$ cat config.mk
export PLATFORM = sky130hd
export DESIGN_NAME = gate_selftest
export DESIGN_NICKNAME = d
export VERILOG_FILES = /design/src/rtl/gate_selftest.sv
export SDC_FILE = /design/constraint.sdc
export NUM_CORES = 1
export LEC_CHECK = 0
export CAP_MARGIN = 5
export CORE_MARGIN = 8
export CORE_UTILIZATION = 30
export CTS_BUF_LIST = sky130_fd_sc_hd__clkbuf_2
export DETAILED_ROUTE_END_ITERATION = 6
export PLACE_DENSITY = 0.5
export SLEW_MARGIN = 0
export SYNTH_ARGS = -nofsm -noshare
export SYNTH_HDL_FRONTEND = slang
export SYNTH_SLANG_ARGS = --single-unit
$ cat constraint.sdc
create_clock -name clk -period 2 [get_ports clk]
set_clock_uncertainty 0.1 [all_clocks]
set_input_delay 0.4 -clock clk [delete_from_list [all_inputs] [get_ports clk]]
set_output_delay 0.4 -clock clk [all_outputs]
set_load 0.05 [all_outputs]
$ cat src/rtl/gate_selftest.sv
// Self-test sequencer for the AND/OR/NOT/NAND/NOR gate library: walks {a,b} through 00..11 and checks the gate outputs.
// Latency: 4*SETTLE cycles from the start edge to done; each vector is held SETTLE cycles, then sampled.
// Backpressure: none; start is ignored while busy, and results hold in DONE until the next start or reset.
module gate_selftest #(
  parameter int SETTLE = 2
) (
  input  logic       clk,
  input  logic       rst,
  input  logic       start,
  output logic       a,
  output logic       b,
  input  logic       y_and,
  input  logic       y_or,
  input  logic       y_not,
  input  logic       y_nand,
  input  logic       y_nor,
  output logic       busy,
  output logic       done,
  output logic       pass,
  output logic [4:0] err_mask,
  output logic [3:0] err_vec
);

  typedef enum logic [1:0] {IDLE, APPLY, DONE} state_t;

  localparam logic [7:0] LAST = 8'(SETTLE - 1);

  state_t     state, state_nxt;
  logic [1:0] vec, vec_nxt;
  logic [7:0] cnt, cnt_nxt;
  logic       a_nxt, b_nxt, busy_nxt, done_nxt, pass_nxt;
  logic [4:0] err_mask_nxt;
  logic [3:0] err_vec_nxt;
  logic [4:0] mis;

  // One bit per gate, set when the observed output disagrees with the truth table for the current {a,b}.
  assign mis = {y_nor ^ ~(a | b), y_nand ^ ~(a & b), y_not ^ ~a, y_or ^ (a | b), y_and ^ (a & b)};

  always_ff @(posedge clk or posedge rst) begin
    if (rst) begin
      state    <= IDLE;
      vec      <= 2'd0;
      cnt      <= 8'd0;
      a        <= 1'b0;
      b        <= 1'b0;
      busy     <= 1'b0;
      done     <= 1'b0;
      pass     <= 1'b0;
      err_mask <= 5'd0;
      err_vec  <= 4'd0;
    end else begin
      state    <= state_nxt;
      vec      <= vec_nxt;
      cnt      <= cnt_nxt;
      a        <= a_nxt;
      b        <= b_nxt;
      busy     <= busy_nxt;
      done     <= done_nxt;
      pass     <= pass_nxt;
      err_mask <= err_mask_nxt;
      err_vec  <= err_vec_nxt;
    end
  end

  always_comb begin
    state_nxt    = state;
    vec_nxt      = vec;
    cnt_nxt      = cnt;
    a_nxt        = a;
    b_nxt        = b;
    busy_nxt     = busy;
    done_nxt     = done;
    pass_nxt     = pass;
    err_mask_nxt = err_mask;
    err_vec_nxt  = err_vec;
    case (state)
      IDLE, DONE: begin
        if (start) begin
          state_nxt    = APPLY;
          vec_nxt      = 2'd0;
          cnt_nxt      = 8'd0;
          a_nxt        = 1'b0;
          b_nxt        = 1'b0;
          busy_nxt     = 1'b1;
          done_nxt     = 1'b0;
          pass_nxt     = 1'b0;
          err_mask_nxt = 5'd0;
          err_vec_nxt  = 4'd0;
        end
      end
      APPLY: begin
        if (cnt != LAST) begin
          cnt_nxt = cnt + 8'd1;
        end else begin
          err_mask_nxt     = err_mask | mis;
          err_vec_nxt[vec] = err_vec[vec] | (|mis);
          if (vec != 2'd3) begin
            vec_nxt          = vec + 2'd1;
            cnt_nxt          = 8'd0;
            {a_nxt, b_nxt}   = vec + 2'd1;
          end else begin
            // The accumulated mask already includes this final sample, so it alone decides pass.
            state_nxt = DONE;
            busy_nxt  = 1'b0;
            done_nxt  = 1'b1;
            a_nxt     = 1'b0;
            b_nxt     = 1'b0;
            pass_nxt  = (err_mask_nxt == 5'd0);
          end
        end
      end
      default: state_nxt = IDLE;
    endcase
  end

endmodule

### After elaboration in Yosys (flattened, before gate mapping)

Index checks and enable logic that the tools add are counted.

| word-level totals | value |
|---|---|
| register bits | 26 |
| input bits | 8 |
| output and inout port bits | 14 |
| logic and storage cells | 86 |

| cells by class | value |
|---|---|
| add/subtract/negate cells | 2 |
| order comparisons | 2 |
| equal/unequal tests | 9 |
| multiplexer cells | 40 |
| bitwise operators | 12 |
| reduce and logical (&&, ||, !) cells | 11 |

Operators by type and width:

| operator | number |
|---|---|
| 8-bit two-way mux | 3 |
| 8-bit case mux with 2 select lines | 1 |
| 1-bit two-way mux | 14 |
| 2-bit two-way mux | 6 |
| 5-bit two-way mux | 2 |
| 2-bit != test, second input constant | 5 |
| 1-bit case mux with 2 select lines | 5 |
| 5-bit case mux with 2 select lines | 1 |
| 3-bit AND reduction | 3 |
| 8-bit by 1-bit adder with 8-bit output, second input constant | 1 |
| 4-bit two-way mux | 2 |
| 8-bit by 1-bit != test with 1-bit output, second input constant | 1 |
| 2-bit case mux with 2 select lines | 2 |
| 4-bit case mux with 2 select lines | 1 |
| 4-bit AND reduction | 2 |
| 5-bit zero test | 1 |
| 5-bit OR | 1 |
| 5-bit OR reduction | 1 |
| 1-bit bitwise XOR | 5 |
| 4-bit bitwise mux | 1 |
| 2-bit by 3-bit less-than comparator with 1-bit output, second input constant | 1 |
| 3-bit != test, second input constant | 1 |
| 1-bit inverter | 3 |
| 2-bit by 1-bit adder with 2-bit output, second input constant | 1 |
| 11 further kinds | 12 |

### Depth between registers and ports, before layout

Gate-level depths: netlist of run 1.

| depth | value |
|---|---|
| word-level depth | 8 |
| gate-level depth with buffers | 7 |
| mapped depth without buffers | 7 |

### Worst setup path before layout of run 1

OpenSTA, ideal clock, no wires.

| path | value |
|---|---|
| path kind | reg2reg |
| start | register a |
| end | register err_vec[0] |
| setup time | 139 ps |
| arrival | 1571 ps |
| data required time | 1761 ps |
| slack | 190 ps |
| cell stages (with the launch flop) | 5 |
| buffers on the path | 0 |
| clock period less this slack | 1810 ps |
| path through | dfrtp_1 nor4bb_1 o21ai_0 a311oi_1 o21ai_0 |

| between the ends | value |
|---|---|
| cells in the longest elaborated chain, start to end | 8 |
| elaborated cells between the ends (all ways) | 15 |
| classes of those cells | mux: 3; bitwise: 11; reduce/logical: 1 |

Ends and longest elaborated chain:

| what | line | RTL |
|---|---|---|
| from (decl) | 10 | `output logic a,` |
| from (signal assigned) | 55 | `a <= a_nxt;` |
| 1-bit AND / 1-bit OR (equally long branches) | 37 | `assign mis = {y_nor ^ ~(a \| b), y_nand ^ ~(a & b), y_not ^ ~a, y_or ^ (a \| b), y_and ^ (a & b)};` |
| 1-bit inverter | 37 |  |
| 1-bit bitwise XOR | 37 |  |
| 5-bit OR reduction (*) | 96 | `err_vec_nxt[vec] = err_vec[vec] \| (\|mis);` |
| 1-bit OR (*) | 96 |  |
| 4-bit bitwise mux (*) | 96 |  |
| 4-bit two-way mux (*) | 92 | `if (cnt != LAST) begin` |
| 4-bit case mux with 2 select lines (*) | 76 | `case (state)` |
| to (signal assigned) | 61 | `err_vec <= err_vec_nxt;` |
| to (decl) | 21 | `output logic [3:0] err_vec` |

Every way passes the cells marked *; elsewhere a longest branch is shown, timed or not. The select of a mux whose other input is x is not followed.
A chain may end at the register's enable or synchronous reset.

### Final worst setup path of run 1

| path | value |
|---|---|
| start | register cnt[1] |
| end | register vec[1] |

| between the ends | value |
|---|---|
| cells in the longest elaborated chain, start to end | 3 |

Ends and longest elaborated chain:

| what | line | RTL |
|---|---|---|
| from (decl) | 30 | `logic [7:0] cnt, cnt_nxt;` |
| from (signal assigned) | 54 | `cnt <= cnt_nxt;` |
| 8-bit by 1-bit != test with 1-bit output | 92 |  |
| 2-bit != test (no source line) | - |  |
| 4-bit AND reduction (no source line) | - |  |
| to (signal assigned) | 53 | `vec <= vec_nxt;` |
| to (decl) | 29 | `logic [1:0] vec, vec_nxt;` |

No other way between the ends.

==> results of run 1 <==
[power by group]
part,leakage [nW],internal (W),total (W),switching (W)
sequential,0.326,0.000717,0.000916,0.000199
clock,0.0266,0.000172,0.000339,0.000167
combinational,0.474,0.000638,0.00161,0.000971
total,0.827,0.00153,0.00286,0.00134
[cell type report]
| type | count | area share, % |
|---|---|---|
| Clock buffer | 3 | 0.822 |
| Clock inverter | 1 | 1.64 |
| Inverter | 5 | 1.03 |
| Multi-Input combinational cell | 106 | 40.6 |
| Sequential cell | 26 | 35.6 |
| Tap cell | 54 | 3.70 |
| Timing Repair Buffer | 38 | 16.6 |
[per-layer routing]
metal  routed length, um  GRT usage [%]  vias to the layer above
li1                    -              -                      580
met1                1650           12.7                      578
met2                1660           16.7                       17
met3                 139           2.24                        4
met4                  29           3.40                        0
met5                   0              0                        -
[sequential cells by signal, summed over array words and instances, names as in the netlist]
name and cells:
pass 1, done 1, b 1, cnt 8, busy 1, err_mask 5
vec 2, a 1, err_vec 4, state 2
[placed cells by master (no fill, tap or decap), types with 6 or more instances in the layout]
cell	n
dfrtp_1	26
nand2_1	11
clkdlybuf4s50_1	7
nor2_1	12
buf_4	31
o21ai_0	14
ha_1	6
a21oi_1	8
[Yosys cell counts, types with 3 or more instances]
| cell type | number |
|---|---|
| a21oi_1 | 8 |
| dfrtp_1 | 26 |
| ha_1 | 6 |
| inv_1 | 4 |
| nand2_1 | 11 |
| nand2b_1 | 3 |
| nand3_1 | 4 |
| nor2_1 | 12 |
| nor2b_1 | 4 |
| o21ai_0 | 14 |
| or3_1 | 3 |
| xnor2_1 | 3 |
| xor2_1 | 4 |
[critical path: stages (launching register included)]
cell and delay, ns:
dfrtp_1 0.46, inv_1 0.08, ha_1 0.16, nor4b_4 0.22
buf_4 0.18, nand3_2 0.09, o21ai_2 0.21, mux2_4 0.32
[repair_timing]
item	4_1_cts	5_1_grt
setup endpoints to repair	1	2
pin swaps	0	1
resized for setup	0	3
setup buffers	2	0
hold buffers	0	0
[through the flow]
stage                     hold slack (ns)  utilization, %  TNS, ns
after detailed placement            0.378            37.8   -0.487
after global routing                0.181            39.5        0
after CTS                           0.189            39.1        0
after global placement              0.375            37.8   -0.298
after floorplan                     0.340               -        0
final                               0.195            39.5        0
[worst max-delay path by stage]
stage	from	to	slack [ns]	cells after the start
floorplan	a	err_vec[0]	0.19	4
CTS	cnt[1]	a	0.09	7
detailed placement	y_and	err_vec[0]	-0.14	6
finish	cnt[1]	vec[1]	0.10	7
global placement	y_and	err_vec[3]	-0.08	6
global route	cnt[1]	vec[1]	0.008	7
[kinds of logic (layout without fill, tap and decap cells)]
| logic type | count (synthesis) | after routing | synth area share, % |
|---|---|---|---|
| XOR/XNOR | 7 | 7 | 4.37 |
| AO/OA/AOI/OAI | 38 | 38 | 17.2 |
| multiplexers | 4 | 4 | 3.92 |
| adder cells (fa/ha/maj) | 6 | 6 | 5.35 |
| flip-flops | 26 | 26 | 46.3 |
| buffers and inverters | 7 | 47 | 2.05 |
| AND/OR/NAND/NOR | 51 | 51 | 20.8 |
==> flow_metrics.py, run 1 <==
metrics = {
    "place": {
        "placed_area_sq_um": 1750,
        "portBuffers": 21,
        "place_ws_ns": -0.140,
        "numPlacedInstances": 227,
        "routabilityCongestion": 0.778,
        "dp_hpwl_um": 2710,
    },
    "synthesis": {
        "synth_top_area_share_pct": 46.3,
        "ys_async_sr_fraction_pct": 100,
        "yosysTopAreaCell": "dfrtp_1",
        "synth_flop_cell": "dfrtp_1",
        "ys_seq_elements": 26,
        "synth_cells": 139,
        "synthesis.area_per_instance_sq_um": 10.1,
        "synth_nets": 153,
        "yosysSeqAreaShare_pct": 46.3,
        "yosysUniqueCellTypes": 42,
        "synth_edf_count": 0,
        "netlist_area_sq_um": 1400,
        "synth.area.top_cells": "dfrtp_1 (46%), ha_1 (5.3%), o21ai_0 (5.0%)",
        "synth_warnings": 0,
    },
    "setup_path": {
        "r2r_cells": 7,
        "worstPathMaxFanout": 4,
        "ff2ff_setup_slack_ns": 0.10,
        "reg2reg_to": "vec[1]",
        "crit_type": "flop to flop",
        "r2r_start": "cnt[1]",
        "cp_data_arrival_time_ns": 2.08,
        "end_kind": "flop",
        "crit_required_ns": 2.18,
        "critPathLaunchType": "flop",
    },
    "die": {
        "start_util_pct": 30.3,
        "coreArea_sq_um": 4630,
        "die_w_um": 84.4,
        "rows": 25,
        "die_h_um": 84.4,
        "pin_count": 22,
        "dieArea_sq_um": 7120,
    },
    "power_and_ir_drop": {
        "vdd_drop_max_mv": 0.480,
        "cellPowerDensity_nw_per_um2": 1570,
        "p_leak_nw": 0.827,
        "finalPower_w": 0.00286,
    },
    "cells_and_area": {
        "multiInputGateArea_sq_um": 742,
        "final_nets": 194,
        "finish.instance_area_sq_um": 1830,
        "antenna-diode-count": 0,
        "regArea_sq_um": 651,
        "fillers": 464,
        "area_growth_pct": 30.1,
        "drive_above_1_share_pct": 27.4,
        "instances_no_fill": 233,
    },
    "timing": {
        "drv_slew": 0,
        "fmax_mhz": 527,
        "fin_ws_ns": 0.102,
        "setup_viol": 0,
        "slew_headroom_pct": 66.5,
        "finalCriticalPeriod_ns": 1.90,
        "hold_violations": 0,
        "rsz0062_at_grt": "false",
        "worst_pin_slew_ns": 0.502,
        "min_period_over_period_pct": 94.9,
    },
    "cts": {
        "insertion_delay_ns": 0.37,
        "clk_pin_slew_ns": 0.27,
        "cts_buffers": 3,
        "cts_tree": "built",
        "clock-sinks": 26,
        "htree_levels": 1,
        "cts.root.buffer_cell": "clkbuf_2",
        "clk_path_buf_depth": 2,
    },
    "routing": {
        "via_per_inst": 5.06,
        "dr.first_iter.drc_count": 39,
        "antenna_left": 0,
        "drt-total-wl_um": 3480,
        "firstDrtPassIters": 4,
        "wl_per_cell_um": 14.9,
        "vias": 1179,
        "drc": 0,
    },
    "grt": {
        "antenna_found_initial": 0,
        "grt_pass1_vias": 1185,
        "grt_pass1_wl_um": 5850,
        "grt-ovfl-total": 0,
        "grt.total_usage_pct": 10.1,
        "grt_max_degree": 16,
    },
    "hold_path": {
        "hold_class": "input pin to asynchronous set/reset pin",
    },
    "run": {
        "max_cap_viol_count": 0,
    },
    "outcome": {
        "status": "complete, no violations",
    },
}
(Power assumes the default switching activity.)
==> run 2, diff against run 1 <==
--- a/config.mk
+++ b/config.mk
@@ -11,7 +11,6 @@
 export CTS_BUF_LIST = sky130_fd_sc_hd__clkbuf_2
 export DETAILED_ROUTE_END_ITERATION = 6
 export PLACE_DENSITY = 0.5
-export SLEW_MARGIN = 0
 export SYNTH_ARGS = -nofsm -noshare
 export SYNTH_HDL_FRONTEND = slang
 export SYNTH_SLANG_ARGS = --single-unit
==> results of run 2 <==
Same layout as run 1: the final DEF is identical, and so are final timing and power.
==> run 3, diff against run 2 <==
--- a/config.mk
+++ b/config.mk
@@ -6,10 +6,12 @@
 export NUM_CORES = 1
 export LEC_CHECK = 0
 export CAP_MARGIN = 5
+export CORE_ASPECT_RATIO = 0.8
 export CORE_MARGIN = 8
 export CORE_UTILIZATION = 30
 export CTS_BUF_LIST = sky130_fd_sc_hd__clkbuf_2
 export DETAILED_ROUTE_END_ITERATION = 6
+export GPL_ROUTABILITY_DRIVEN = 0
 export PLACE_DENSITY = 0.5
 export SYNTH_ARGS = -nofsm -noshare
 export SYNTH_HDL_FRONTEND = slang
==> flow_metrics.py, run 3 (synthesis gave the netlist of run 1 again) <==
metrics = {
    "timing": {
        "hold_violations": 0,
        "rsz0062_at_grt": "false",
        "fmax_mhz": 544,
        "setup_viol": 0,
        "drv_slew": 0,
        "slew_headroom_pct": 76.8,
        "min_period_over_period_pct": 92.0,
        "hold_ws_ns": 0.228,
        "finalCriticalPeriod_ns": 1.84,
        "worst_pin_slew_ns": 0.346,
        "fin_ws_ns": 0.161,
    },
    "die": {
        "start_util_pct": 30.9,
        "dieArea_sq_um": 7140,
        "pin_count": 22,
        "die_h_um": 77.2,
        "die_w_um": 92.5,
        "rows": 22,
        "coreArea_sq_um": 4540,
    },
    "grt": {
        "grt_pass1_vias": 1199,
        "antenna_found_initial": 0,
        "grt.total_usage_pct": 10.4,
        "grt_pass1_wl_um": 6090,
        "grt-ovfl-total": 0,
        "grt_max_degree": 27,
    },
    "power_and_ir_drop": {
        "p_leak_nw": 0.810,
        "cellPowerDensity_nw_per_um2": 1550,
        "finalPower_w": 0.00281,
        "vdd_drop_max_mv": 0.514,
    },
    "routing": {
        "firstDrtPassIters": 4,
        "antenna_left": 0,
        "via_per_inst": 4.87,
        "dr.first_iter.drc_count": 73,
        "drt-total-wl_um": 3420,
        "wl_per_cell_um": 14.4,
        "vias": 1155,
        "drc": 0,
    },
    "setup_path": {
        "crit_chain": "inv_1, ha_1, nor4b_4, buf_4, nand3_1, o21ai_2, mux2_1",
        "end_kind": "flop",
        "worstPathMaxFanout": 3,
        "critPathSlowestCell": "dfrtp_1",
        "crit_required_ns": 2.20,
        "critPathMaxStageDelay_ns": 0.46,
        "cp_data_arrival_time_ns": 2.04,
        "crit_type": "flop to flop",
        "critPathLaunchType": "flop",
    },
    "cts": {
        "htree_levels": 1,
        "clk_pin_slew_ns": 0.26,
        "cts_tree": "built",
        "insertion_delay_ns": 0.37,
        "clock-sinks": 26,
        "clk_path_buf_depth": 2,
        "cts_buffers": 3,
        "cts.root.buffer_cell": "clkbuf_2",
    },
    "cells_and_area": {
        "area_growth_pct": 28.8,
        "largest_reg_flops": 8,
        "biggestRegsByFlops": "cnt (8), err_mask (5), err_vec (4)",
        "regMostFlops": "cnt",
        "antenna-diode-count": 0,
        "final_cell_mix": "buf_4 (29), dfrtp_1 (26), o21ai_0 (14), nor2_1 (12), nand2_1 (11)",
        "instances_no_fill": 237,
        "final_nets": 192,
        "fillers": 462,
        "drive_above_1_share_pct": 26.0,
        "final_common_cell": "buf_4",
    },
    "place": {
        "place_ws_ns": -0.120,
        "dp_hpwl_um": 2610,
        "portBuffers": 21,
        "numPlacedInstances": 232,
    },
    "outcome": {
        "status": "complete, no violations",
    },
    "run": {
        "max_cap_viol_count": 0,
    },
    "hold_path": {
        "hold_class": "input pin to asynchronous set/reset pin",
    },
}
[run 3: cell count changes in the layout (fill, tap and decap cells not counted), sizes merged]
cell / previous run / this run
buf: 31 / 29
[run 3: area by class of cell]
type / instances / area [sq um] / share of cell area, %
sequential: 26 / 651 / 36.0
inverter: 5 / 18.8 / 1.04
multi-input combinational: 106 / 731 / 40.4
clock buffer: 3 / 15.0 / 0.830
timing repair buffer: 36 / 288 / 15.9
clock inverter: 1 / 30.0 / 1.66
tap: 60 / 75.1 / 4.15
[run 3: metrics by stage]
stage / cell area, sq um / setup TNS (ns) / util (%)
3_5_place_dp: 1750 / -0.438 / 38.5
5_1_grt: 1810 / 0 / 39.8
6_report: 1810 / 0 / 39.8
4_1_cts: 1790 / 0 / 39.5
3_3_place_gp: 1750 / -0.332 / 38.5
2_1_floorplan: 1400 / 0 / -
[run 3: where the power goes]
group / internal, W / switching [W]
clock: 0.000172 / 0.000167
combinational: 0.000596 / 0.000949
sequential: 0.000717 / 0.000205
total: 0.00149 / 0.00132
[run 3: path summary, 6_finish.rpt]
kind	start	to	slack, ns	cells past startpoint
worst min register to register	done	done	0.42	2
worst max-delay path	cnt[1]	vec[1]	0.16	7
worst min-delay path	rst	err_mask[3]	0.23	3
max in group asynchronous	rst	b	1.31	3
min in group clk	done	done	0.42	2
worst max register to register	cnt[1]	vec[1]	0.16	7
[run 3: timing repair]
action	in CTS	in global routing
endpoints found under the setup margin	0	3
setup buffers	0	1
gates resized for setup	0	1
hold buffers	0	0
[run 3: layer usage]
layer  up-vias  global-route usage (%)  part of all wire (%)
li1        581                       -                     -
met1       541                    13.9                    47
met2        29                    15.3                    46
met3         4                    2.63                   5.2
met4         0                    4.49                   1.8
met5         -                       0                     0
[run 3: critical path: cells and delay by family, from the launching register on]
family,cells,cell delay (ns)
adder cells (fa/ha/maj),1,0.16
multiplexers,1,0.33
flip-flops,1,0.46
buffers and inverters,2,0.25
AO/OA/AOI/OAI,1,0.17
AND/OR/NAND/NOR,2,0.31
